--- config.mk ---
export PLATFORM = sky130hd
export DESIGN_NAME = m68k_periph_waitgen
export DESIGN_NICKNAME = d
export VERILOG_FILES = /design/src/rtl/m68k_periph_waitgen.sv
export SDC_FILE = /design/constraint.sdc
export NUM_CORES = 1
export LEC_CHECK = 0
export CAP_MARGIN = 0
export CORE_MARGIN = 2
export CORE_UTILIZATION = 60
export CTS_BUF_LIST = sky130_fd_sc_hd__clkbuf_8
export CTS_CLUSTER_SIZE = 8
export DETAILED_ROUTE_END_ITERATION = 6
export DONT_BUFFER_PORTS = 1
export MAX_ROUTING_LAYER = met4
export PLACE_DENSITY = 0.74
export RECOVER_POWER = 100
export SYNTH_ARGS = -nofsm -noshare
export SYNTH_HDL_FRONTEND = slang
export SYNTH_SLANG_ARGS = --single-unit
--- constraint.sdc ---
create_clock -name clk16 -period 2.53 [get_ports clk16]
set_clock_uncertainty 0.05 [all_clocks]
set_input_delay 0.3795 -clock clk16 [delete_from_list [all_inputs] [get_ports clk16]]
set_output_delay 0.3795 -clock clk16 [all_outputs]
set_load 0.02 [all_outputs]
--- src/rtl/m68k_periph_waitgen.sv ---
// Wait-state and DTACK-trigger generator for the m68kdecoder peripheral chip selects.
// Optional watchdog: define WAITGEN_TIMEOUT_EN to force ERR when SETUP/STROBE exceeds TIMEOUT cycles.
module m68k_periph_waitgen #(
    parameter int unsigned WAIT_CS0 = 2,
    parameter int unsigned WAIT_CS1 = 3,
    parameter int unsigned WAIT_CS2 = 4,
    parameter int unsigned WAIT_CS3 = 6,
    parameter int unsigned TIMEOUT  = 64
) (
    input  logic       clk16,
    input  logic       reset_n,
    input  logic       as_n,
    input  logic       rw,
    input  logic       uds_n,
    input  logic       lds_n,
    input  logic [3:0] cs,
    input  logic       periph_rdy_n,
    output logic       dtack_trig,
    output logic [3:0] per_cs_n,
    output logic       per_rd_n,
    output logic       per_wr_n,
    output logic [1:0] per_be_n,
    output logic       berr_req,
    output logic       busy
);

    typedef enum logic [2:0] {
        S_IDLE   = 3'd0,
        S_SETUP  = 3'd1,
        S_STROBE = 3'd2,
        S_ACK    = 3'd3,
        S_HOLD   = 3'd4,
        S_ERR    = 3'd5
    } state_t;

    localparam logic [3:0] W_CS0 = 4'(WAIT_CS0);
    localparam logic [3:0] W_CS1 = 4'(WAIT_CS1);
    localparam logic [3:0] W_CS2 = 4'(WAIT_CS2);
    localparam logic [3:0] W_CS3 = 4'(WAIT_CS3);

    function automatic logic cs_is_multi(input logic [3:0] v);
        return (v & (v - 4'd1)) != 4'd0;
    endfunction

    function automatic logic cs_is_onehot(input logic [3:0] v);
        return (v != 4'd0) && !cs_is_multi(v);
    endfunction

    function automatic logic [1:0] cs_encode(input logic [3:0] v);
        logic [1:0] r;
        case (v)
            4'b0001: r = 2'd0;
            4'b0010: r = 2'd1;
            4'b0100: r = 2'd2;
            4'b1000: r = 2'd3;
            default: r = 2'd0;
        endcase
        return r;
    endfunction

    function automatic logic [3:0] idx_decode(input logic [1:0] idx);
        logic [3:0] r;
        case (idx)
            2'd0:    r = 4'b0001;
            2'd1:    r = 4'b0010;
            2'd2:    r = 4'b0100;
            2'd3:    r = 4'b1000;
            default: r = 4'b0000;
        endcase
        return r;
    endfunction

    function automatic logic [3:0] wait_for(input logic [1:0] idx);
        logic [3:0] r;
        case (idx)
            2'd0:    r = W_CS0;
            2'd1:    r = W_CS1;
            2'd2:    r = W_CS2;
            2'd3:    r = W_CS3;
            default: r = W_CS0;
        endcase
        return r;
    endfunction

    state_t     state_q, state_d;
    logic [1:0] idx_q, idx_d;
    logic       rw_q, rw_d;
    logic [1:0] be_q, be_d;
    logic [3:0] cnt_q, cnt_d;
    logic       timeout_s;

    logic       dtack_q, dtack_d;
    logic [3:0] cs_n_q, cs_n_d;
    logic       rd_n_q, rd_n_d;
    logic       wr_n_q, wr_n_d;
    logic [1:0] be_n_q, be_n_d;
    logic       berr_q, berr_d;
    logic       busy_q, busy_d;

`ifdef WAITGEN_TIMEOUT_EN
    localparam logic [7:0] TMO = 8'(TIMEOUT);

    logic [7:0] wdog_q, wdog_d;
    logic [7:0] wdog_inc_s;

    assign wdog_inc_s = wdog_q + 8'd1;
    assign timeout_s  = ((state_q == S_SETUP) || (state_q == S_STROBE)) && (wdog_inc_s == TMO);

    // Watchdog next value: cleared in IDLE, counting in SETUP/STROBE, frozen elsewhere.
    always_comb begin
        wdog_d = wdog_q;
        case (state_q)
            S_IDLE:            wdog_d = 8'd0;
            S_SETUP, S_STROBE: wdog_d = wdog_inc_s;
            default:           wdog_d = wdog_q;
        endcase
    end

    // Watchdog register.
    always_ff @(posedge clk16) begin
        if (!reset_n) begin
            wdog_q <= 8'd0;
        end else begin
            wdog_q <= wdog_d;
        end
    end
`else
    assign timeout_s = 1'b0;
`endif

    // Bus-cycle state machine next-state and latch control.
    always_comb begin
        state_d = state_q;
        idx_d   = idx_q;
        rw_d    = rw_q;
        be_d    = be_q;
        cnt_d   = cnt_q;
        case (state_q)
            S_IDLE: begin
                if (!as_n && cs_is_onehot(cs)) begin
                    idx_d   = cs_encode(cs);
                    rw_d    = rw;
                    be_d    = {uds_n, lds_n};
                    state_d = S_SETUP;
                end else if (!as_n && cs_is_multi(cs)) begin
                    state_d = S_ERR;
                end else begin
                    state_d = S_IDLE;
                end
            end
            S_SETUP: begin
                if (as_n) begin
                    state_d = S_IDLE;
                end else begin
                    cnt_d   = wait_for(idx_q);
                    state_d = S_STROBE;
                end
            end
            S_STROBE: begin
                // cnt_q == 0 only occurs while cs[3] is parked waiting for ready
                if (as_n) begin
                    state_d = S_IDLE;
                end else if ((cnt_q <= 4'd1) && ((idx_q != 2'd3) || !periph_rdy_n)) begin
                    cnt_d   = 4'd0;
                    state_d = S_ACK;
                end else begin
                    cnt_d   = (cnt_q == 4'd0) ? 4'd0 : cnt_q - 4'd1;
                    state_d = S_STROBE;
                end
            end
            S_ACK:   state_d = S_HOLD;
            S_HOLD:  state_d = as_n ? S_IDLE : S_HOLD;
            S_ERR:   state_d = as_n ? S_IDLE : S_ERR;
            default: state_d = S_IDLE;
        endcase
        if (timeout_s && !as_n) begin
            state_d = S_ERR;
        end else begin
            state_d = state_d;
        end
    end

    // Output decode from the next state so the registered outputs track the state register.
    always_comb begin
        dtack_d = 1'b0;
        cs_n_d  = 4'hF;
        rd_n_d  = 1'b1;
        wr_n_d  = 1'b1;
        be_n_d  = 2'b11;
        berr_d  = 1'b0;
        busy_d  = 1'b1;
        case (state_d)
            S_IDLE: busy_d = 1'b0;
            S_SETUP: begin
                cs_n_d = ~idx_decode(idx_d);
                be_n_d = be_d;
            end
            S_STROBE, S_ACK, S_HOLD: begin
                cs_n_d  = ~idx_decode(idx_d);
                be_n_d  = be_d;
                rd_n_d  = ~rw_d;
                wr_n_d  = rw_d;
                dtack_d = (state_d == S_ACK);
            end
            S_ERR:   berr_d = 1'b1;
            default: busy_d = 1'b0;
        endcase
    end

    // State, latched cycle attributes and registered outputs.
    always_ff @(posedge clk16) begin
        if (!reset_n) begin
            state_q <= S_IDLE;
            idx_q   <= 2'd0;
            rw_q    <= 1'b0;
            be_q    <= 2'b11;
            cnt_q   <= 4'd0;
            dtack_q <= 1'b0;
            cs_n_q  <= 4'hF;
            rd_n_q  <= 1'b1;
            wr_n_q  <= 1'b1;
            be_n_q  <= 2'b11;
            berr_q  <= 1'b0;
            busy_q  <= 1'b0;
        end else begin
            state_q <= state_d;
            idx_q   <= idx_d;
            rw_q    <= rw_d;
            be_q    <= be_d;
            cnt_q   <= cnt_d;
            dtack_q <= dtack_d;
            cs_n_q  <= cs_n_d;
            rd_n_q  <= rd_n_d;
            wr_n_q  <= wr_n_d;
            be_n_q  <= be_n_d;
            berr_q  <= berr_d;
            busy_q  <= busy_d;
        end
    end

    assign dtack_trig = dtack_q;
    assign per_cs_n   = cs_n_q;
    assign per_rd_n   = rd_n_q;
    assign per_wr_n   = wr_n_q;
    assign per_be_n   = be_n_q;
    assign berr_req   = berr_q;
    assign busy       = busy_q;

endmodule

# After elaboration in Yosys (flattened, before gate mapping)
# Index checks and enable logic that the tools add are counted.
[word_totals]
reg_bits = 23
input_bits = 11
out_inout_bits = 11
word_cells = 89
[op_classes]
n_addsub = 2
magnitude_cmp = 1
n_eq_ne = 22
muxes = 27
n_bitwise = 4
reduce_logical = 21
[op_table]
columns = ["op", "count"]
rows = [
  ["$pmux W4 S4", 2],
  ["$mux W4", 6],
  ["$pmux W3 S6", 1],
  ["$pmux W4 S2", 2],
  ["$eq A3 B2 Y1 const B", 4],
  ["$eq A3 B3 Y1 const B", 4],
  ["$mux W2", 6],
  ["$mux W3", 4],
  ["$eq A2 B2 Y1 const B", 4],
  ["$not A4 Y4", 2],
  ["$reduce_bool A4 Y1", 2],
  ["$sub A4 B1 Y4 const B", 2],
  ["$eq A3 B1 Y1 const B", 2],
  ["$ne A2 B2 Y1 const B", 3],
  ["$pmux W2 S3", 1],
  ["$mux W1", 5],
  ["$reduce_or A5 Y1", 1],
  ["$and A4 B4 Y4", 1],
  ["$eq A2 B1 Y1 const B", 2],
  ["$eq A4 B2 Y1 const B", 1],
  ["$eq A4 B3 Y1 const B", 1],
  ["$eq A4 B4 Y1 const B", 1],
  ["$le A4 B1 Y1 const B", 1],
  ["$logic_and A1 B1 Y1", 4],
  ["other kinds (11)", 15],
]

# Depth between registers and ports, before layout
[logic_depth]
ltp_word = 13
ltp_mapped = 5
depth_no_buf = 4

# Least setup slack after synthesis
# OpenSTA, ideal clock, no wires.
[synth_timing]
kind = "input to register"
start = "input port as_n"
end = "register cs_n_q[0], in the netlist per_cs_n[0]"
setup_ps = 127
arrival_ps = 1740
required_time_ps = 2353
setup_slack_ps = 613
cell_stages = 5
n_path_buf = 1
path_cell_list = "buf_6 > or4_4 > o41ai_4 > a221oi_2 > or3b_1"
[synth_via]
elab_chain_cells = 9
elab_cells_between_ends = 27
classes_between = "eq/ne (7); mux (13); bitwise (2); reduce/logical (5)"
[synth_lines]
columns = ["item", "line", "source"]
rows = [
  ["start, declared", "12", "input logic as_n,"],
  ["parallel branches: the longest is 8 deep, another holds $pmux W3 S6", "n/a", ""],
  ["$pmux W4 S2 (*)", "192", "case (state_d)"],
  ["end signal, assigned", "232", "cs_n_q <= cs_n_d;"],
  ["end, declared", "93", "logic [3:0] cs_n_q, cs_n_d;"],
]
# Mark *: on every way between the ends. The select of a mux whose other input is x is not followed.
# A chain may end at the register's enable or synchronous reset.

# Worst setup path in the final report
[layout_timing]
start = "register state_q[0]"
end = "register cs_n_q[0], in the netlist per_cs_n[0]"
[layout_via]
elab_chain_cells = 7
elab_cells_between_ends = 23
classes_between = "eq/ne (12); mux (6); bitwise (2); reduce/logical (3)"
[layout_lines]
columns = ["item", "line", "source"]
rows = [
  ["start, declared", "85", "state_t state_q, state_d;"],
  ["start signal, assigned", "226", "state_q <= state_d;"],
  ["$logic_not A3 Y1", "138", "case (state_q)"],
  ["$mux W2", "138", ""],
  ["$eq A2 B2 Y1 (tied with other cells)", "63", "case (idx)"],
  ["$pmux W4 S4", "63", ""],
  ["$mux W4", "192", ""],
  ["$not A4 Y4 (on tied branches)", "199, 195", ""],
  ["$pmux W4 S2 (*)", "192", ""],
]
# Mark *: on every way between the ends. The rest lies on a longest branch, timed or not. The select of a mux whose other input is x is not followed.

==> results.sh <==
export IMPL_overflow=0
export IMPL_cts_tree="built"
export IMPL_max_freq_mhz=485
export IMPL_period_needed_ns=2.06
export IMPL_finalSetupViolations=0
export IMPL_groute_usage_overall=0.217
export IMPL_register_area_um2=460
export IMPL_slowest_delay_ns=0.69
export IMPL_totalWireLength_um=2150
export IMPL_diodes=0
export IMPL_ctsHoldBuffers=0
export IMPL_worst_slack_ns=0.468
export IMPL_tightest_slew_ns=0.800
export IMPL_synth_edf_count=0
export IMPL_clockBufferDepth=2
export IMPL_io_buffers=0
export IMPL_grt_first_pass_wirelength_um=3400
export IMPL_rsz0062_at_grt="no"
export IMPL_slew_headroom=0.466
export IMPL_ys_seq_elements=23
export IMPL_worstHoldStart="reset_n"
export IMPL_crit_path_end_kind="flop"
export IMPL_cp_depth=4
export IMPL_postRouteAntennaNets=0
export IMPL_ys_seq_area_frac=0.407
export IMPL_finalSetupTns_ns=0
export IMPL_pwr_share_clk=0.314
export IMPL_antenna_found_initial=0
export IMPL_cts_setup_buffers=0
export IMPL_pwr_density_cell_nw_per_um2=610
export IMPL_cts_buffers=3
export IMPL_synth_area_per_cell_um2=8.78
export IMPL_synthDistinctLibCells=45
export IMPL_drv_slew=0
export IMPL_die_h_um=47.4
export IMPL_syn_area_um2=1130
export IMPL_r2r_cells=4
export IMPL_power_leakage_uw=0.000390
export IMPL_viasPerCell=6.31
export IMPL_grt_pass1_vias=794
export IMPL_async_flop_share=0
export IMPL_synth_common_cells="dfxtp_1 (23), o21ai_0 (13), a21oi_1 (10)"
export IMPL_grt_max_degree=15
export IMPL_ctsResizeCount=0
export IMPL_wl_per_cell_um=14.3
export IMPL_firstDrtPassIters=4
export IMPL_finalHoldViolCount=0
export IMPL_initial_core_util=0.649
export IMPL_core_area_um2=1750
export IMPL_rr_startpoint="state_q[0]"
export IMPL_pin_count=22
export IMPL_cts_root_buf="clkbuf_8"
export IMPL_path_clk_slew_ns=0.08
export IMPL_critical_path_arrival_ns=2.16
export IMPL_path_class="flop to flop"
export IMPL_die_area_um2=2250
export IMPL_cp_max_fo=13
export IMPL_nets=137
export IMPL_internal_power_uw=520
export IMPL_seq_power_share=0.575
export IMPL_yosysTopAreaCellShare=0.407
export IMPL_drive_above_1_share=0.0960
export IMPL_critPathRequiredTime_ns=2.62
export IMPL_hold_path_class="input port to flop"
export IMPL_fin_crit_sh=0.815
export IMPL_netlist_top_cells_area="dfxtp_1 (41%), o21ai_0 (5.7%), a21oi_1 (4.4%)"
export IMPL_drv_cap=0
export IMPL_rows=15
export IMPL_dr_first_iter_drc_count=31
export IMPL_path_buf_inv=0
export IMPL_netlist_instances=129
export IMPL_synth_most_common_cell="dfxtp_1"
export IMPL_nFillCells=166
export IMPL_final_util=0.659
export IMPL_die_w_um=47.4
export IMPL_dp_slack_ns=0.604
export IMPL_syn_to_final_growth_pct=1.66
export IMPL_worstPathCellList="or4_1, o41ai_4, a221oi_1, or3b_1"
export IMPL_cpLargestDelayFamily="simple AND/OR/NAND/NOR gates"
export IMPL_hold_depth=1
export IMPL_hpwl_um=1580
export IMPL_multi_input_area_um2=587
export IMPL_start_kind="flop"
export IMPL_drc=0
export IMPL_startpoint="state_q[0]"
export IMPL_status="finished, final reports clean"
export IMPL_dr_total_vias=946
export IMPL_synth_top_cell_by_area="dfxtp_1"
export IMPL_p_sw_frac=0.258
export IMPL_finalWeightedCongestion=0.839
export IMPL_insertion_delay_ns=0.25
export IMPL_p_sw_uw=181
export IMPL_syn_num_nets=140
export IMPL_r2r_slack_ns=0.47
export IMPL_p_comb_frac=0.111
export IMPL_cts_max_level=1
export IMPL_slowest_stage="or4_1"
export IMPL_ir_drop_uv=496
export IMPL_synth_flop_cell="dfxtp_1"
export IMPL_clock_sinks=23
export IMPL_yosys_warnings=0
worst register-to-register path: stages, from the launching register on:
cell and delay, ns:
dfxtp_1 0.43, or4_1 0.69, o41ai_4 0.25, a221oi_1 0.18
or3b_1 0.36
registers in the layout (all words and copies together) (netlist names), 2 cells and up:
signal	cells
per_cs_n	4
be_q	2
idx_q	2
state_q	3
per_be_n	2
cnt_q	4
through the flow:
stage | power (uW) | hold slack (ns) | cells | area [um^2]
after floorplan | 489 | 0.325 | 129 | 1130
after global placement | 489 | 0.355 | 146 | 1120
after detailed placement | 492 | 0.366 | 146 | 1120
after CTS | 711 | 0.144 | 150 | 1170
after global routing | 732 | 0.142 | 150 | 1150
final | 702 | 0.148 | 150 | 1150
routing by layer:
layer | part of all wire | global-route usage | wire length (um)
met3 | 0.061 | 0.0264 | 132
met5 | 0 | - | 0
met2 | 0.50 | 0.359 | 1070
met4 | 0.0079 | 0.0500 | 17
met1 | 0.43 | 0.282 | 933
power groups by stage:
| stage | sequential [uW] | clock [uW] | combinational [uW] |
|---|---|---|---|
| floorplan | 402 | 0 | 86.9 |
| finish | 403 | 220 | 78.2 |
| global placement | 411 | 0 | 77.6 |
| global route | 406 | 237 | 88.2 |
| CTS | 404 | 227 | 80.5 |
| detailed placement | 412 | 0 | 79.8 |
worst paths after layout:
path                 endpoint
hold / removal        be_q[1]
setup reg to reg  per_cs_n[0]
setup / recovery  per_cs_n[0]
hold reg to reg      per_rd_n
cell usage in the layout (no fill, tap or decap), drive strengths merged, types with 2 or more instances in the layout:
| cell | n |
|---|---|
| a21oi | 10 |
| a221oi | 3 |
| a311oi | 2 |
| a31oi | 2 |
| and2 | 3 |
| clkbuf | 3 |
| dfxtp | 23 |
| inv | 5 |
| nand2 | 5 |
| nand2b | 3 |
| nand3 | 9 |
| nand3b | 2 |
| nor2 | 8 |
| nor3 | 5 |
| o21a | 2 |
| o21ai | 13 |
| o31ai | 2 |
| or3 | 3 |
| or3b | 2 |
cells by family after synthesis:
kind of cell,count (synthesis),synth area share
flip-flops,23,0.407
AND/OR/NAND/NOR,48,0.252
XOR/XNOR,2,0.0155
buffers and inverters,14,0.0619
AO/OA/AOI/OAI,41,0.255
adder cells (fa/ha/maj),1,0.00884
cell type report:
class	count	area share
Inverter	5	0.0163
Timing Repair Buffer	1	0.00652
Tap cell	25	0.0272
Clock inverter	1	0.00435
Multi-Input combinational cell	92	0.510
Clock buffer	3	0.0359
Sequential cell	23	0.400
Note: power is estimated with default switching activity, not from simulation.
